**src/rtl/tdm_pkg.sv**
```systemverilog
// tdm_pkg -- shared definitions for the two-channel TDM demultiplexer.
//   state_t : frame FSM states (WAIT_A expects a channel-A tag, WAIT_B a channel-B tag)
//   CH_A/CH_B : values carried on in_sel for each channel
package tdm_pkg;

  typedef enum logic {
    WAIT_A = 1'b0,
    WAIT_B = 1'b1
  } state_t;

  localparam logic CH_A = 1'b0;
  localparam logic CH_B = 1'b1;

endpackage

```
**src/rtl/tdm_sat_cnt.sv**
```systemverilog
// tdm_sat_cnt -- up-counter that sticks at all-ones instead of wrapping.
//   clk   : clock, posedge
//   rst   : asynchronous active-high reset, clears count
//   inc   : count one event this cycle
//   count : current event count, saturates at 2^CNT_W-1
module tdm_sat_cnt #(
  parameter int CNT_W = 8
) (
  input  logic             clk,
  input  logic             rst,
  input  logic             inc,
  output logic [CNT_W-1:0] count
);

  logic sat;
  assign sat = &count;

  always_ff @(posedge clk or posedge rst) begin
    if (rst)             count <= '0;
    else if (inc && !sat) count <= count + CNT_W'(1);
  end

endmodule

```
**src/rtl/tdm_demux2.sv**
```systemverilog
// tdm_demux2 -- splits an A,B,A,B,... tagged sample stream into parallel pairs.
//   clk       : clock, posedge
//   rst       : asynchronous active-high reset
//   in_valid  : in_sel/in_data qualify this cycle
//   in_sel    : channel tag, CH_A (0) or CH_B (1)
//   in_data   : time-multiplexed sample, WIDTH bits
//   out_valid : one-cycle pulse, out_a/out_b hold a fresh pair
//   out_a     : channel A of the last complete pair (held between pairs)
//   out_b     : channel B of the last complete pair (held between pairs)
//   frame_cnt : completed pairs, wraps modulo 2^CNT_W
//   seq_err   : one-cycle pulse after a sample whose tag is out of order
//   err_cnt   : (only with TDM_DEMUX2_ERRCNT_EN) saturating count of seq_err events
// Optional feature macro: TDM_DEMUX2_ERRCNT_EN adds err_cnt and its counter.
module tdm_demux2
  import tdm_pkg::*;
#(
  parameter int WIDTH = 1,
  parameter int CNT_W = 8
) (
  input  logic             clk,
  input  logic             rst,
  input  logic             in_valid,
  input  logic             in_sel,
  input  logic [WIDTH-1:0] in_data,
  output logic             out_valid,
  output logic [WIDTH-1:0] out_a,
  output logic [WIDTH-1:0] out_b,
  output logic [CNT_W-1:0] frame_cnt,
  output logic             seq_err
`ifdef TDM_DEMUX2_ERRCNT_EN
  ,
  output logic [CNT_W-1:0] err_cnt
`endif
);

  state_t           state;
  logic [WIDTH-1:0] hold;

  // Decode of the four qualified (state, tag) cases.
  logic take_a, take_b, bad_b, restart, err_ev;
  assign take_a  = in_valid && (state == WAIT_A) && (in_sel == CH_A);
  assign bad_b   = in_valid && (state == WAIT_A) && (in_sel == CH_B);
  assign take_b  = in_valid && (state == WAIT_B) && (in_sel == CH_B);
  // A second A before any B restarts the frame with the newer A sample.
  assign restart = in_valid && (state == WAIT_B) && (in_sel == CH_A);
  assign err_ev  = bad_b || restart;

  always_ff @(posedge clk or posedge rst) begin
    if (rst) begin
      state     <= WAIT_A;
      hold      <= '0;
      out_a     <= '0;
      out_b     <= '0;
      out_valid <= 1'b0;
      seq_err   <= 1'b0;
      frame_cnt <= '0;
    end else begin
      // Pulses are single-cycle; out_valid and seq_err come from mutually
      // exclusive decode terms so they can never coincide.
      out_valid <= take_b;
      seq_err   <= err_ev;
      unique case (state)
        WAIT_A: begin
          if (take_a) begin
            hold  <= in_data;
            state <= WAIT_B;
          end
        end
        WAIT_B: begin
          if (take_b) begin
            out_a     <= hold;
            out_b     <= in_data;
            frame_cnt <= frame_cnt + CNT_W'(1);
            state     <= WAIT_A;
          end else if (restart) begin
            hold <= in_data;
          end
        end
        default: state <= WAIT_A;
      endcase
    end
  end

`ifdef TDM_DEMUX2_ERRCNT_EN
  // Counts on the same edge that raises seq_err, so err_cnt is already
  // updated in the cycle the pulse is visible.
  tdm_sat_cnt #(.CNT_W(CNT_W)) u_err_cnt (
    .clk   (clk),
    .rst   (rst),
    .inc   (err_ev),
    .count (err_cnt)
  );
`endif

endmodule

```
**config.mk**
```make
export PLATFORM = sky130hd
export DESIGN_NAME = tdm_demux2
export DESIGN_NICKNAME = d
export VERILOG_FILES = /design/src/rtl/tdm_pkg.sv /design/src/rtl/tdm_sat_cnt.sv /design/src/rtl/tdm_demux2.sv
export SDC_FILE = /design/constraint.sdc
export NUM_CORES = 1
export LEC_CHECK = 0
export CORE_UTILIZATION = 44
export DETAILED_ROUTE_END_ITERATION = 12
export GPL_ROUTABILITY_DRIVEN = 1
export HOLD_SLACK_MARGIN = 0.03
export PLACE_DENSITY = 0.74
export SYNTH_ARGS = -nofsm -noshare
export SYNTH_HDL_FRONTEND = slang
export SYNTH_SLANG_ARGS = --single-unit
```
**constraint.sdc**
```tcl
create_clock -name clk -period 1.05 [get_ports clk]
set_input_delay 0.21 -clock clk [delete_from_list [all_inputs] [get_ports clk]]
set_output_delay 0.21 -clock clk [all_outputs]
set_load 0.03 [all_outputs]
```
==> results of run 1 <==
==> layer usage <==
layer | track usage, % | vias up
met5 | 0 | -
met4 | 10.3 | 0
met3 | 5.23 | 0
met2 | 37.9 | 21
met1 | 22.6 | 243
li1 | - | 242
==> worst register-to-register path, stage by stage, from the launching register on <==
cell     delay (ns)
dfrtp_2        0.39
buf_6          0.11
nand4_1        0.13
nor3_2         0.21
xor2_1         0.18
==> kinds of logic after synthesis <==
family                   after synthesis  share of synthesized area (%)
buffers and inverters                  2                           1.49
flip-flops                            14                           59.6
AO/OA/AOI/OAI                          1                          0.850
multiplexers                           1                           1.91
XOR/XNOR                               8                           11.9
adder cells (fa/ha/maj)                1                           2.13
AND/OR/NAND/NOR                       23                           22.1
==> final cells by class <==
type,instances,area [sq um]
multi-input cells,34,265
repair buffers,36,338
well taps,14,17.5
clock buffers,4,36.3
fillers,58,146
inverters,2,10.0
flip-flops and latches,14,358
==> worst max path at each step <==
stage	from	to	slack, ns	cells past startpoint
after floorplan	frame_cnt[2]$_DFFE_PP0P_	frame_cnt[5]$_DFFE_PP0P_	0.01	3
after global placement	in_sel	hold$_DFFE_PP0P_	-0.32	3
after detailed placement	in_valid	frame_cnt[5]$_DFFE_PP0P_	-0.34	4
after CTS	frame_cnt[2]$_DFFE_PP0P_	frame_cnt[2]	-0.10	2
after global routing	frame_cnt[2]$_DFFE_PP0P_	frame_cnt[2]	-0.12	2
final	frame_cnt[2]$_DFFE_PP0P_	frame_cnt[2]	-0.09	2
==> cell usage in the layout (no fill, tap or decap), drive strengths merged <==
master	n
a21oi	1
and2	1
and2b	1
and3	1
buf	32
clkbuf	4
clkdlybuf4s50	2
dfrtp	14
dlygate4sd2	2
ha	1
inv	2
mux2	1
nand2	11
nand3	2
nand4	3
nor2	2
nor3	2
xnor2	4
xor2	4
==> metrics by stage <==
| step | std cells | setup TNS, ns | hold slack, ns | area [sq um] |
|---|---|---|---|---|
| floorplan | 50 | 0 | 0.0988 | 596 |
| global placement | 86 | -3.48 | 0.458 | 788 |
| detailed placement | 86 | -3.82 | 0.463 | 788 |
| CTS | 99 | -0.154 | 0.215 | 926 |
| global route | 104 | -0.605 | 0.268 | 1020 |
| finish | 104 | -0.262 | 0.254 | 1020 |
==> registers in the layout, indices dropped and copies added (netlist names), named ones only <==
| signal | flops |
|---|---|
| frame_cnt | 8 |
| out_b | 1 |
| seq_err | 1 |
| out_a | 1 |
| hold | 1 |
| out_valid | 1 |
==> power groups by stage <==
stage          Combinational [mW]  Clock [mW]  Sequential, mW
6_report                     1.11       0.391           0.803
5_1_grt                      1.19       0.424           0.814
4_1_cts                     0.903       0.401           0.759
3_5_place_dp                0.647           0           0.790
3_3_place_gp                0.641           0           0.791
2_1_floorplan               0.159           0            1.00
==> what timing repair did <==
action / in CTS / in global routing
resized for setup: 12 / 13
pin swaps: 1 / 7
setup endpoints to repair: 14 / 19
setup buffers: 9 / 5
==> flow_metrics.env, run 1 <==
export IMPL_drt_met1_wl_um=637
export IMPL_netlist_instances=50
export IMPL_vias_per_cell=4.87
export IMPL_die_area_sq_um=1490
export IMPL_synth_top_cell_by_area="dfrtp_1"
export IMPL_boundaryPins=17
export IMPL_ys_top_cells_by_count="dfrtp_1 (14), nand2_1 (11), xnor2_1 (4), xor2_1 (4), nand4_1 (3)"
export IMPL_final_hold_viol_count=0
export IMPL_min_period_over_period_pct=109
export IMPL_reg2reg_slack_ns=-0.04
export IMPL_routed_wl_um=1500
export IMPL_synthTopCellsByArea="dfrtp_1 (60%), nand2_1 (7.0%), xnor2_1 (6.0%)"
export IMPL_grt_pass1_vias=484
export IMPL_synthArstFlopShare_pct=100
export IMPL_synth_cell_type_count=17
export IMPL_violations="setup timing"
export IMPL_endpoint_kind="output pin"
export IMPL_clkSinkCount=14
export IMPL_n_antenna_cell=0
export IMPL_fin_crit_ns=1.14
export IMPL_crit_top_cell="buf_6"
export IMPL_final_core_util_pct=87.5
export IMPL_wl_met2_um=798
export IMPL_route_detailed_drc=0
export IMPL_grt_remaining_overflow=0
export IMPL_num_vias=506
export IMPL_antenna_found_initial=0
export IMPL_ir_drop_v=0.00185
export IMPL_tightest_slew_ns=0.206
export IMPL_finClkSkew_ns=0.00110
export IMPL_worst_endpoint_required_ns=0.84
export IMPL_cp_start_kind="flip-flop"
export IMPL_crit_chain="buf_6 > buf_6"
export IMPL_clockBufferDepth=2
export IMPL_initial_core_util_pct=50.2
export IMPL_yosys_register_bits=14
export IMPL_clkSlewWorstSetupHoldPaths_ns=0.09
export IMPL_cts_buffers=3
export IMPL_synth_nets=56
export IMPL_power_density_nw_per_um2=2250
export IMPL_hold_path_class="in2async"
export IMPL_r2r_start="frame_cnt[4]$_DFFE_PP0P_"
export IMPL_dp_slack_ns=-0.343
export IMPL_setup_ws_ns=-0.0949
export IMPL_firstDrtPassIters=4
export IMPL_yosysSeqAreaShare_pct=59.6
export IMPL_dp_hpwl_um=749
export IMPL_max_stage_delay_ns=0.42
export IMPL_row_count=12
export IMPL_cap_violations=0
export IMPL_port_buffers=16
export IMPL_power_switching_share_pct=36.5
export IMPL_synthMostInstantiatedCell="dfrtp_1"
export IMPL_grt_pass1_wl_um=2030
export IMPL_h_tree_depth=1
export IMPL_synth_warnings=0
export IMPL_seq_power_share_pct=34.9
export IMPL_die_w_um=38.6
export IMPL_power_switching_uw=840
export IMPL_tritoncts="done"
export IMPL_ant_nets=0
export IMPL_wl_met3_um=69
export IMPL_max_clock_freq_mhz=873
export IMPL_p_int_mw=1.46
export IMPL_clk_latency_ns=0.28
export IMPL_yosysTopAreaCellShare_pct=59.6
export IMPL_ys_flop_type="dfrtp_1"
export IMPL_setup_violations_final=7
export IMPL_crit_slowest_cell="dfrtp_2"
export IMPL_status="finished, violations left"
export IMPL_dieHeight_um=38.6
export IMPL_crit_arrival_ns=0.93
export IMPL_wl_per_cell_um=14.5
export IMPL_synth_edf_count=0
export IMPL_pwr_share_clk_pct=17.0
export IMPL_report_final_slew_viol_count=0
export IMPL_grt_usage_pct=21.1
export IMPL_syn_area_sq_um=588
export IMPL_rsz0062_at_grt="true"
export IMPL_nets=97
export IMPL_critPathTopFamily="flip-flops"
export IMPL_synth_avg_cell_area_sq_um=11.8
export IMPL_drive_above_1_share_pct=54.4
export IMPL_grt_max_degree=15
export IMPL_reg2reg_to="frame_cnt[7]$_DFFE_PP0P_"
export IMPL_holdBufCountCts=0
export IMPL_gp_congestion=0.702
export IMPL_cp_max_fo=2
export IMPL_relSlewSlack_pct=86.3
export IMPL_drt_iter0_drc=6
export IMPL_path_class="reg2out"
export IMPL_finalPower_mw=2.30
export IMPL_syn_to_final_growth_pct=74.3
export IMPL_clockRootBuffer="clkbuf_4"
export IMPL_topRoutingLayerUsed="met3"
export IMPL_leakagePower_nw=0.513
export IMPL_cp_num_buf_inv=2
export IMPL_power_frac_comb_pct=48.1
export IMPL_core_area_sq_um=1170
export IMPL_worstRegToRegCells=4
Note: power is estimated with default switching activity, not from simulation.
==> run 2, diff against run 1 <==
--- a/config.mk
+++ b/config.mk
@@ -5,8 +5,10 @@
 export SDC_FILE = /design/constraint.sdc
 export NUM_CORES = 1
 export LEC_CHECK = 0
-export CORE_UTILIZATION = 44
+export CORE_AREA = 2 2 39 41
+export CTS_BUF_LIST = sky130_fd_sc_hd__clkbuf_8
 export DETAILED_ROUTE_END_ITERATION = 12
+export DIE_AREA = 0 0 41 43
 export GPL_ROUTABILITY_DRIVEN = 1
 export HOLD_SLACK_MARGIN = 0.03
 export PLACE_DENSITY = 0.74
==> run 2 against run 1 <==
Against the previous run:
- the run still ends with setup timing left
- first-iteration DRC count fell by 50%
- count of clock-buffer cells in the layout fell by 1
- register-to-register slack improved by 0.09 ns
- flip-flop and latch count did not move
- sequential share of layout area rose by 2.9 points
- critical path type unchanged
- largest cell class unchanged
==> flow_metrics.env, run 2 (synthesis gave the netlist of run 1 again) <==
export IMPL_reg2reg_slack_ns=0.05
export IMPL_cp_start_kind="flip-flop"
export IMPL_syn_to_final_growth_pct=60.9
export IMPL_clockRootBuffer="clkbuf_8"
export IMPL_worst_endpoint_required_ns=0.84
export IMPL_holdBufCountCts=0
export IMPL_firstDrtPassIters=2
export IMPL_status="finished, violations left"
export IMPL_die_w_um=41
export IMPL_cap_violations=0
export IMPL_max_clock_freq_mhz=916
export IMPL_violations="setup timing"
export IMPL_relSlewSlack_pct=87.4
export IMPL_boundaryPins=17
export IMPL_crit_arrival_ns=0.88
export IMPL_setup_violations_final=1
export IMPL_tritoncts="done"
export IMPL_grt_usage_pct=15.1
export IMPL_routed_wl_um=1070
export IMPL_ant_nets=0
export IMPL_dieHeight_um=43
export IMPL_cp_max_fo=2
export IMPL_setup_ws_ns=-0.0412
export IMPL_dp_hpwl_um=773
export IMPL_gp_congestion=0.690
export IMPL_holdWs_ns=0.250
export IMPL_core_area_sq_um=1380
export IMPL_route_detailed_drc=0
export IMPL_critPathLaunch="frame_cnt[2]$_DFFE_PP0P_"
export IMPL_final_core_util_pct=68.4
export IMPL_tightest_slew_ns=0.189
export IMPL_nets=92
export IMPL_leakagePower_nw=0.470
export IMPL_worstRegToRegCells=4
export IMPL_endpoint_kind="output pin"
export IMPL_wl_per_cell_um=10.7
export IMPL_antenna_found_initial=0
export IMPL_rsz0062_at_grt="true"
export IMPL_final_cell_mix="buf_4 (18), nand2_1 (11), buf_6 (9)"
export IMPL_largest_reg_flops=8
export IMPL_initial_core_util_pct=42.5
export IMPL_num_vias=455
export IMPL_report_final_slew_viol_count=0
export IMPL_clkSlewWorstSetupHoldPaths_ns=0.06
export IMPL_path_class="reg2out"
export IMPL_drt_iter0_drc=3
export IMPL_vias_per_cell=4.55
export IMPL_clk_latency_ns=0.24
export IMPL_ir_drop_v=0.00133
export IMPL_drive_above_1_share_pct=50.0
export IMPL_fin_crit_ns=1.09
export IMPL_clockBufferDepth=2
export IMPL_row_count=14
export IMPL_min_period_over_period_pct=104
export IMPL_nFillCells=116
export IMPL_final_hold_viol_count=0
export IMPL_regMostFlops="frame_cnt"
export IMPL_die_area_sq_um=1760
export IMPL_hold_path_class="in2async"
export IMPL_port_buffers=16
export IMPL_cts_buffers=3
export IMPL_r2r_start="frame_cnt[3]$_DFFE_PP0P_"
export IMPL_h_tree_depth=1
export IMPL_clkSinkCount=14
export IMPL_grt_max_degree=9
export IMPL_n_antenna_cell=0
export IMPL_grt_remaining_overflow=0
export IMPL_finClkSkew_ns=0.00226
export IMPL_power_density_nw_per_um2=2270
export IMPL_dp_slack_ns=-0.342
export IMPL_grt_pass1_wl_um=1690
export IMPL_final_common_cell="buf_4"
export IMPL_reg2reg_to="frame_cnt[6]$_DFFE_PP0P_"
export IMPL_grt_pass1_vias=411
[run 2: area by class of cell]
| cell class | count | area (sq um) | area share, % |
|---|---|---|---|
| Multi-Input combinational cell | 34 | 244 | 25.8 |
| Tap cell | 16 | 20.0 | 2.12 |
| Timing Repair Buffer | 31 | 274 | 29.0 |
| Clock buffer | 3 | 41.3 | 4.37 |
| Inverter | 2 | 8.76 | 0.926 |
| Sequential cell | 14 | 358 | 37.8 |
[run 2: how the worst max path moves through the flow]
stage | to | slack (ns)
finish | frame_cnt[2] | -0.04
global placement | frame_cnt[6]$_DFFE_PP0P_ | -0.32
floorplan | frame_cnt[5]$_DFFE_PP0P_ | 0.01
global route | frame_cnt[2] | -0.08
detailed placement | hold$_DFFE_PP0P_ | -0.34
CTS | frame_cnt[2] | -0.04
[run 2: through the flow]
| step | TNS, ns | cell area [sq um] | power, mW | cells |
|---|---|---|---|---|
| after floorplan | 0 | 596 | 1.16 | 50 |
| after global placement | -3.52 | 791 | 1.43 | 88 |
| after detailed placement | -3.69 | 791 | 1.44 | 88 |
| after CTS | -0.0448 | 905 | 2.05 | 100 |
| after global routing | -0.128 | 946 | 2.28 | 100 |
| final | -0.0412 | 946 | 2.14 | 100 |
[run 2: timing repair]
action | CTS | global route
gates resized for setup | 4 | 10
pin swaps | 2 | 3
endpoints found under the setup margin | 15 | 11
buffers inserted | 9 | 0
[run 2: power breakdown]
part	total, mW	internal [mW]	switching [mW]
clock network	0.430	0.253	0.177
logic	0.918	0.477	0.441
registers	0.796	0.670	0.126
total	2.14	1.40	0.743
[run 2: routing by layer]
layer,routed length [um],track usage [%]
met1,458,17.0
met2,547,23.1
met3,54,6.28
met4,10,8.00
met5,0,0
[run 2: worst max-delay path, cell delays in order, from the launching register on]
cell and delay, ns:
dfrtp_2 0.40, buf_6 0.11, buf_6 0.12
